### config.mk
export PLATFORM = sky130hd
export DESIGN_NAME = debounce_bank
export DESIGN_NICKNAME = d
export VERILOG_FILES = /design/src/rtl/debounce_pkg.sv /design/src/rtl/debounce_channel.sv /design/src/rtl/debounce_bank.sv
export SDC_FILE = /design/constraint.sdc
export NUM_CORES = 1
export LEC_CHECK = 0
export CORE_MARGIN = 4
export CORE_UTILIZATION = 30
export CTS_CLUSTER_DIAMETER = 40
export CTS_CLUSTER_SIZE = 16
export DETAILED_ROUTE_END_ITERATION = 10
export PLACE_DENSITY = 0.53
export SLEW_MARGIN = 5
export SYNTH_ARGS = -nofsm -noshare
export SYNTH_HDL_FRONTEND = slang
export SYNTH_SLANG_ARGS = --single-unit
### constraint.sdc
create_clock -name clk -period 2.72 [get_ports clk]
set_input_delay 0.272 -clock clk [delete_from_list [all_inputs] [get_ports clk]]
set_output_delay 0.272 -clock clk [all_outputs]
set_load 0.03 [all_outputs]
### src/rtl/debounce_pkg.sv
// -----------------------------------------------------------------------------
// debounce_pkg
// Shared constants and helpers for the debounce bank.
//   DEBOUNCE_DEFAULT_COUNT       : default number of qualified samples per window
//   DEBOUNCE_DEFAULT_SYNC_STAGES : default synchroniser depth
//   debounce_cnt_width(count)    : counter width for a given window, never below 1
// Optional feature macro used by the bank: DEBOUNCE_BANK_SYNC_EN.
// -----------------------------------------------------------------------------
package debounce_pkg;

    localparam int DEBOUNCE_DEFAULT_COUNT       = 512;
    localparam int DEBOUNCE_DEFAULT_SYNC_STAGES = 2;

    // Counter only has to reach COUNT-1, so $clog2(COUNT) bits suffice.
    // COUNT=1 would give zero bits; keep one bit so the vector stays legal.
    function automatic int debounce_cnt_width(input int count);
        int w;
        w = $clog2(count);
        return (w < 1) ? 1 : w;
    endfunction

endpackage

### src/rtl/debounce_channel.sv
// -----------------------------------------------------------------------------
// debounce_channel
// One debounced input: optional synchroniser, window counter, stable level and
// single-cycle edge pulses.
// Macro DEBOUNCE_BANK_SYNC_EN: when defined, i_in passes through SYNC_STAGES
// flops reset to RESET_LEVEL; when undefined, i_in must already be synchronous.
// Ports:
//   i_clk, i_reset : clock and synchronous active-high reset
//   i_tick         : sample qualifier for the window counter
//   i_in           : raw input
//   o_level        : debounced level
//   o_rise/o_fall  : one-cycle pulse, registered with the level change
//   o_flip         : combinational "level changes at this edge" for the bank OR
// -----------------------------------------------------------------------------
module debounce_channel
    import debounce_pkg::*;
#(
    parameter int   COUNT       = DEBOUNCE_DEFAULT_COUNT,
    parameter int   SYNC_STAGES = DEBOUNCE_DEFAULT_SYNC_STAGES,
    parameter logic RESET_LEVEL = 1'b0
) (
    input  logic i_clk,
    input  logic i_reset,
    input  logic i_tick,
    input  logic i_in,
    output logic o_level,
    output logic o_rise,
    output logic o_fall,
    output logic o_flip
);

    localparam int            CW   = debounce_cnt_width(COUNT);
    localparam logic [CW-1:0] LAST = CW'(COUNT - 1);

    logic          w_s;
    logic          w_mismatch;
    logic          w_flip;
    logic [CW-1:0] r_cnt;
    logic          r_level;
    logic          r_rise;
    logic          r_fall;

`ifdef DEBOUNCE_BANK_SYNC_EN
    logic [SYNC_STAGES-1:0] r_sync;

    always_ff @(posedge i_clk) begin
        if (i_reset) begin
            r_sync <= {SYNC_STAGES{RESET_LEVEL}};
        end else begin
            r_sync <= {r_sync[SYNC_STAGES-2:0], i_in};
        end
    end

    assign w_s = r_sync[SYNC_STAGES-1];
`else
    // No synchroniser: SYNC_STAGES has no effect in this build.
    if (SYNC_STAGES < 2) begin : g_sync_stages_ignored
    end

    assign w_s = i_in;
`endif

    assign w_mismatch = (w_s != r_level);
    // Final qualified sample of an uninterrupted mismatching run.
    assign w_flip     = w_mismatch && i_tick && (r_cnt == LAST);

    always_ff @(posedge i_clk) begin
        if (i_reset) begin
            r_cnt   <= '0;
            r_level <= RESET_LEVEL;
            r_rise  <= 1'b0;
            r_fall  <= 1'b0;
        end else begin
            r_rise <= 1'b0;
            r_fall <= 1'b0;
            if (!w_mismatch) begin
                // Any agreeing cycle, ticked or not, restarts the window.
                r_cnt <= '0;
            end else if (i_tick) begin
                if (w_flip) begin
                    r_level <= w_s;
                    r_cnt   <= '0;
                    r_rise  <= w_s;
                    r_fall  <= ~w_s;
                end else begin
                    r_cnt <= r_cnt + 1'b1;
                end
            end
        end
    end

    assign o_level = r_level;
    assign o_rise  = r_rise;
    assign o_fall  = r_fall;
    assign o_flip  = w_flip;

endmodule

### src/rtl/debounce_bank.sv
// -----------------------------------------------------------------------------
// debounce_bank
// CHANNELS independent debouncers sharing clock, reset and sample tick.
// Macro DEBOUNCE_BANK_SYNC_EN enables the per-channel synchroniser
// (SYNC_STAGES flops); default build has no synchroniser.
// Ports:
//   clk        : sole clock, rising edge
//   reset      : synchronous active-high reset
//   tick       : sample qualifier (tie high to count every clock)
//   in         : raw channel inputs
//   level      : debounced levels
//   rise/fall  : one-cycle edge pulses per channel
//   any_change : OR of all rise/fall, registered alongside them
// -----------------------------------------------------------------------------
module debounce_bank
    import debounce_pkg::*;
#(
    parameter int                  CHANNELS    = 4,
    parameter int                  COUNT       = DEBOUNCE_DEFAULT_COUNT,
    parameter int                  SYNC_STAGES = DEBOUNCE_DEFAULT_SYNC_STAGES,
    parameter logic [CHANNELS-1:0] RESET_LEVEL = '0
) (
    input  logic                clk,
    input  logic                reset,
    input  logic                tick,
    input  logic [CHANNELS-1:0] in,
    output logic [CHANNELS-1:0] level,
    output logic [CHANNELS-1:0] rise,
    output logic [CHANNELS-1:0] fall,
    output logic                any_change
);

    logic [CHANNELS-1:0] w_flip;
    logic                r_any_change;

    for (genvar g = 0; g < CHANNELS; g++) begin : g_chan
        debounce_channel #(
            .COUNT       (COUNT),
            .SYNC_STAGES (SYNC_STAGES),
            .RESET_LEVEL (RESET_LEVEL[g])
        ) u_chan (
            .i_clk   (clk),
            .i_reset (reset),
            .i_tick  (tick),
            .i_in    (in[g]),
            .o_level (level[g]),
            .o_rise  (rise[g]),
            .o_fall  (fall[g]),
            .o_flip  (w_flip[g])
        );
    end

    // Registered from the same edge events that load rise/fall, so it lines
    // up with them cycle for cycle.
    always_ff @(posedge clk) begin
        if (reset) begin
            r_any_change <= 1'b0;
        end else begin
            r_any_change <= |w_flip;
        end
    end

    assign any_change = r_any_change;

endmodule
==> results of run 1 <==
## cells by family after synthesis
logic type	after synthesis	share of synthesized area [%]
simple gates	117	28.0
buf+inv	21	6.30
xor+xnor	16	6.64
flops	49	44.1
compound gates	43	10.4
fa+ha+maj	8	4.50
## sequential cells by signal, summed over array words and instances, names as in the netlist
register               flops
any_change                 1
g_chan.u_chan.o_fall       4
g_chan.u_chan.o_level      4
g_chan.u_chan.o_rise       4
g_chan.u_chan.r_cnt       36
## per-stage QoR
stage	instances	hold WS (ns)	instance area (um^2)	setup WS [ns]	util (%)
3_5_place_dp	356	0.454	2420	0.600	33.6
5_1_grt	364	0.484	2540	0.771	35.2
4_1_cts	364	0.466	2540	0.916	35.2
3_3_place_gp	356	0.443	2420	0.665	33.6
6_report	364	0.467	2540	0.934	35.2
2_1_floorplan	254	0.348	2220	1.34	-
## Yosys cell counts
| master | instances | share of area [%] |
|---|---|---|
| nand3b_2 | 1 | 0.51 |
| a211o_1 | 2 | 0.79 |
| nor2_1 | 21 | 3.5 |
| buf_2 | 1 | 0.22 |
| nand2b_1 | 4 | 1.1 |
| nor2b_1 | 1 | 0.28 |
| a22oi_1 | 2 | 0.68 |
| buf_4 | 16 | 5.4 |
| and2b_1 | 1 | 0.34 |
| clkbuf_1 | 1 | 0.17 |
| ha_1 | 8 | 4.5 |
| nand2_1 | 25 | 4.2 |
| xor2_2 | 1 | 0.73 |
| or3_1 | 12 | 3.4 |
| nand4_2 | 1 | 0.56 |
| nand3b_1 | 8 | 2.7 |
| a41oi_1 | 1 | 0.39 |
| a21oi_1 | 26 | 5.9 |
| o21ai_0 | 12 | 2.7 |
| nand4_1 | 12 | 3.4 |
| nor3b_1 | 9 | 3.0 |
| nor3_1 | 2 | 0.45 |
| dfxtp_1 | 49 | 44 |
| xor2_1 | 15 | 5.9 |
| nand3_1 | 20 | 4.5 |
| inv_1 | 3 | 0.51 |
## worst reg2reg max path: cells and delay by family (launching register included)
| kind | cells | cell delay (ns) |
|---|---|---|
| fa+ha+maj | 2 | 0.53 |
| flops | 1 | 0.40 |
| simple gates | 5 | 0.61 |
## worst paths after layout
kind	from	to	slack (ns)	cells past startpoint
max	tick	g_chan[0].u_chan.r_cnt[6]	0.93	5
min	g_chan[2].u_chan.r_cnt[8]	g_chan[2].u_chan.r_cnt[8]	0.47	2
max reg2reg	g_chan[0].u_chan.r_cnt[0]	g_chan[0].u_chan.r_cnt[2]	1.07	7
min reg2reg	g_chan[2].u_chan.r_cnt[8]	g_chan[2].u_chan.r_cnt[8]	0.47	2
## metal layers
layer	share of wire (%)	wire length (um)	track usage [%]
met1	49	2030	13.6
met2	45	1860	16.0
met5	0	0	0
met3	4.3	177	2.80
met4	1.4	59	3.97
## power breakdown
group,total (uW),switching [uW],internal [uW]
Combinational,58.0,35.3,22.7
Sequential,724,4.02,720
Clock,539,239,300
Total,1320,279,1040
## final cells by class
cell class | instances | area (um^2)
flip-flops and latches | 49 | 981
clock buffers | 7 | 86.3
well taps | 99 | 124
multi-input cells | 184 | 1100
fillers | 765 | 4670
clock inverters | 1 | 30.0
repair buffers | 21 | 205
inverters | 3 | 11.3
==> results.md, run 1 <==
- N_diodes: 0
- Most frequent cells in the layout: dfxtp_1, a21oi_1, nand2_1, nor2_1, nand3_1
- Post-DR vias/cell: 4.77
- Critical path class: in -> reg
- CTS H-tree depth: 2
- Relative slew margins: 63.2%
- RSZ-0062 raised after global routing: no
- Worst vdd rail ir drop: 0.249 mV
- Largest net degree at the start of global routing: 23
- Synth-to-layout area growth: 14.2%
- Initial drt markers: 64
- Setup Buffers After CTS: 0
- Post-synthesis sequential area ratio: 44.1%
- Synthesis warning total: 0
- Startpoint types: input pin
- Drc violations: 0
- CP cell instances: clkdlybuf4s50_1, buf_4, nand3_1, or3_1, a21oi_1
- Crit path max-delay family: buffers and inverters
- WP data required: 2.95 ns
- Hold Buf Count CTS: 0
- Syn Nets: 269
- Clk sinks: 49
- Status: finished clean
- Tmin final: 1.79 ns
- Worst path max stage delay: 0.82 ns
- Cts repair resizes: 0
- #FFs+latches synth: 49
- Post-Syn Instances: 254
- CTS buffer count: 5
- Chip width: 94.1 um
- Final Hold Vio Count: 0
- Vias: 1,738
- Hold WC Path Type: reg -> reg
- Fin nets: 279
- Detailed Route WL: 4120 um
- Setup TNS Final: 0 ns
- Post-Synthesis Cell Area: 2220 um^2
- Leakage: 0.000831 uW
- Global-route wire length before repair: 7350 um
- Post-route ant nets: 0
- Number of global-route vias before repair: 1,643
- Final setup viols: 0
- Clk Latency, worst-skew pair: 0.30 ns
- GRT Residual Overflow: 0
- Clock skew: 0.00575 ns
- Clock Tree Buf Depth: 2
- Crit path max-delay cell type: clkdlybuf4s50_1
- PwrDens: 520 nW/um^2
- Die area: 8850 um^2
- FP Rows: 31
- Drt wl/cell: 11.3 um
- Clock transition at the registers of the reported paths: 0.09 ns
- Initial Util: 30.8%
- Vert. Die Dim: 94.1 um
- Num ports: 20
- Total Routing Usage GR: 10.3%
- Clk root buf: clkbuf_8
- DP HPWL: 2980 um
- Fmax: 560 MHz
- Worst-margin pin slew: 0.550 ns
- Most common cell after layout, fill and taps aside: dfxtp_1
- Power, Total: 1320 uW
- Synthesized area per cell: 8.75 um^2
- CP arrival: 2.02 ns
- Pins Over Slew Limit: 0
- Layout cell share with drive strength beyond 1: 4.53%
- Post-synth cell types: 26
- Fin crit share: 65.7%
- Max cap viols: 0
- Worst Path Max Fanout: 22
- CTS tree: built
- Element type at the critical path end: flip-flop
- Antenna violations before repair: 0
- Drt pass-1 iters: 4
- WP buf/inv: 2
- Core Box Area: 7210 um^2
- Port bufs: 19
- Global placement routability congestion: 0.692
(Power assumes the default switching activity.)
==> run 2: changes to the inputs <==
- PLACE_DENSITY: 0.53 -> 0.55
- clock period: 2.72 -> 1.4 ns (I/O delays scaled with it)
==> run 2 against run 1 <==
The flow now finishes with violations (negative setup slack). Highest routed layer unchanged. Global-route usage increased by 1.4 points. Worst hold slack improved by 0.012 ns. Sequential power grew 95%. Wire length up 16%. Critical path depth up 2. Critical endpoint is now g_chan[2].u_chan.r_cnt[7]. Critical path type is now reg -> reg. Cell area increased by 27%. Sequential cell count stayed put. Worst setup slack worse by 0.95 ns. Final cell count up 16%. Register-to-register slack got worse by 1.1 ns.
==> results.md, run 2 (synthesis results as in run 1) <==
- Hold slack: 0.479 ns
- Register with the most flip-flops: g_chan.u_chan.r_cnt
- Util after Layout: 44.6%
- CP cell instances: ha_4, nand3_2, nor2_2, ha_2, nand2_2, nand3b_1, a21oi_1
- Worst R2R Path Depth: 7
- Placed Instance Area: 2870 um^2
- Clk sinks: 49
- Max reg flops: 36
- Drt pass-1 iters: 4
- Drt wl/cell: 11.3 um
- FF-to-FF End: g_chan[2].u_chan.r_cnt[7]
- Seq. cell area: 995 um^2
- Drc violations: 0
- N_diodes: 0
- Antenna violations before repair: 0
- Hold Buf Count CTS: 0
- Detailed Route WL: 4770 um
- Leakage: 0.00121 uW
- Global-route wire length before repair: 8400 um
- Chip width: 94.1 um
- CP Launch Point: g_chan[2].u_chan.r_cnt[1]
- Critical Path End: g_chan[2].u_chan.r_cnt[7]
- Reg2reg start: g_chan[2].u_chan.r_cnt[1]
- Number of global-route vias before repair: 1,931
- Non-filler instance count after layout: 424
- Clock transition at the registers of the reported paths: 0.09 ns
- Final instance area: 3220 um^2
- Initial drt markers: 62
- Setup TNS Final: -0.0219 ns
- Die area: 8850 um^2
- Pins Over Slew Limit: 0
- Placed cell count: 412
- Worst-margin pin slew: 0.346 ns
- DP HPWL: 3370 um
- Max cap viols: 0
- Startpoint types: flip-flop
- PwrDens: 803 nW/um^2
- Post-DR vias/cell: 4.68
- CTS H-tree depth: 2
- Crit path max-delay cell type: dfxtp_2
- Worst vdd rail ir drop: 0.506 mV
- FP Rows: 31
- Port bufs: 19
- WHS Path Cells: 2
- Most frequent cells in the layout: buf_4, dfxtp_1, a21oi_1, nand2_1, nor2_1
- Clock Tree Buf Depth: 2
- Status: complete, but fails checks
- Post-route ant nets: 0
- Synth-to-layout area growth: 44.7%
- Global placement routability congestion: 0.723
- Wire length on met1: 2290 um
- Num ports: 20
- Worst Path Max Fanout: 6
- Tmin final: 1.41 ns
- Element type at the critical path end: flip-flop
- Final setup viols: 2
- CP arrival: 1.60 ns
- GRT Residual Overflow: 0
- Largest net degree at the start of global routing: 26
- Worst path max stage delay: 0.37 ns
- DR WL met2: 2230 um
- Core Box Area: 7210 um^2
- Initial Util: 30.8%
- CTS buffer count: 5
- Most common cell after layout, fill and taps aside: buf_4
- Critical path class: reg -> reg
- Final setup margin: -0.0125 ns
- Total Routing Usage GR: 11.7%
- Clk Latency, worst-skew pair: 0.30 ns
- FILL cells: 719
- CTS tree: built
- Fmax: 708 MHz
- Fin nets: 340
- WP data required: 1.59 ns
- Clock skew: 0.00479 ns
- Met3 wire len: 185 um
- Clk root buf: clkbuf_8
- Uppermost layer routed: met4
- Vert. Die Dim: 94.1 um
- Vias: 1,986
- Layout cell share with drive strength beyond 1: 35.7%
- Relative slew margins: 76.9%
- Fin crit share: 101%
- Failing checks: negative setup slack
- RSZ-0062 raised after global routing: yes
- Area occupied by multi-input gates: 1310 um^2
- Hold WC Path Type: reg -> reg
- FF-to-FF setup slack: -0.01 ns
- Final Hold Vio Count: 0
[run 2: cell count changes in the layout (fill, tap and decap cells not counted), moves of 6 or more]
| cell | delta |
|---|---|
| buf_4 | +59 |
| clkdlybuf4s50_1 | -13 |
| dfxtp_1 | -11 |
| dfxtp_2 | +11 |
| dlygate4sd2_1 | +13 |
| ha_1 | -8 |
| ha_4 | +6 |
| nor3b_1 | -7 |
| nor3b_2 | +7 |
[run 2: worst max-delay path, delay by kind of cell, from the launching register on]
kind,cells,cell delay [ns]
AO/OA/AOI/OAI,1,0.07
adder cells (fa/ha/maj),2,0.37
flip-flops,1,0.37
AND/OR/NAND/NOR,4,0.47
[run 2: area by class of cell]
cell class                      instances  area share (%)
Tap cell                               99            3.85
Inverter                                3           0.350
Sequential cell                        49            30.9
Multi-Input combinational cell        184            40.8
Clock buffer                            5            2.14
Clock inverter                          2            1.09
Timing Repair Buffer                   82            20.9
[run 2: worst min-delay path by stage]
stage          slack (ns)                   endpoint                       from
3_5_place_dp         0.45  g_chan[2].u_chan.r_cnt[8]  g_chan[2].u_chan.r_cnt[8]
4_1_cts              0.48  g_chan[3].u_chan.r_cnt[8]  g_chan[3].u_chan.r_cnt[8]
5_1_grt              0.50  g_chan[3].u_chan.r_cnt[8]  g_chan[3].u_chan.r_cnt[8]
6_report             0.48  g_chan[3].u_chan.r_cnt[8]  g_chan[3].u_chan.r_cnt[8]
3_3_place_gp         0.44  g_chan[2].u_chan.r_cnt[8]  g_chan[2].u_chan.r_cnt[8]
2_1_floorplan        0.22    g_chan[0].u_chan.o_fall                      in[0]
[run 2: what timing repair did]
item,CTS,global route
pin swaps,8,19
resized for setup,37,30
buffers inserted,1,4
setup endpoints to repair,50,41
[run 2: power breakdown]
group	switching, uW	internal, uW
clock network	474	520
registers	7.17	1400
logic	87.6	93.2
[run 2: layer usage]
layer,vias to the layer above,global-route usage (%)
li1,1029,-
met1,922,14.9
met2,29,18.6
met3,6,3.21
met4,0,4.93
met5,-,0
[run 2: stage by stage]
step	worst slack, ns	total power, uW
after detailed placement	-0.163	1610
after floorplan	0.0168	1510
after CTS	-0.0233	2620
final	-0.0125	2580
after global routing	-0.0770	2700
after global placement	-0.111	1610
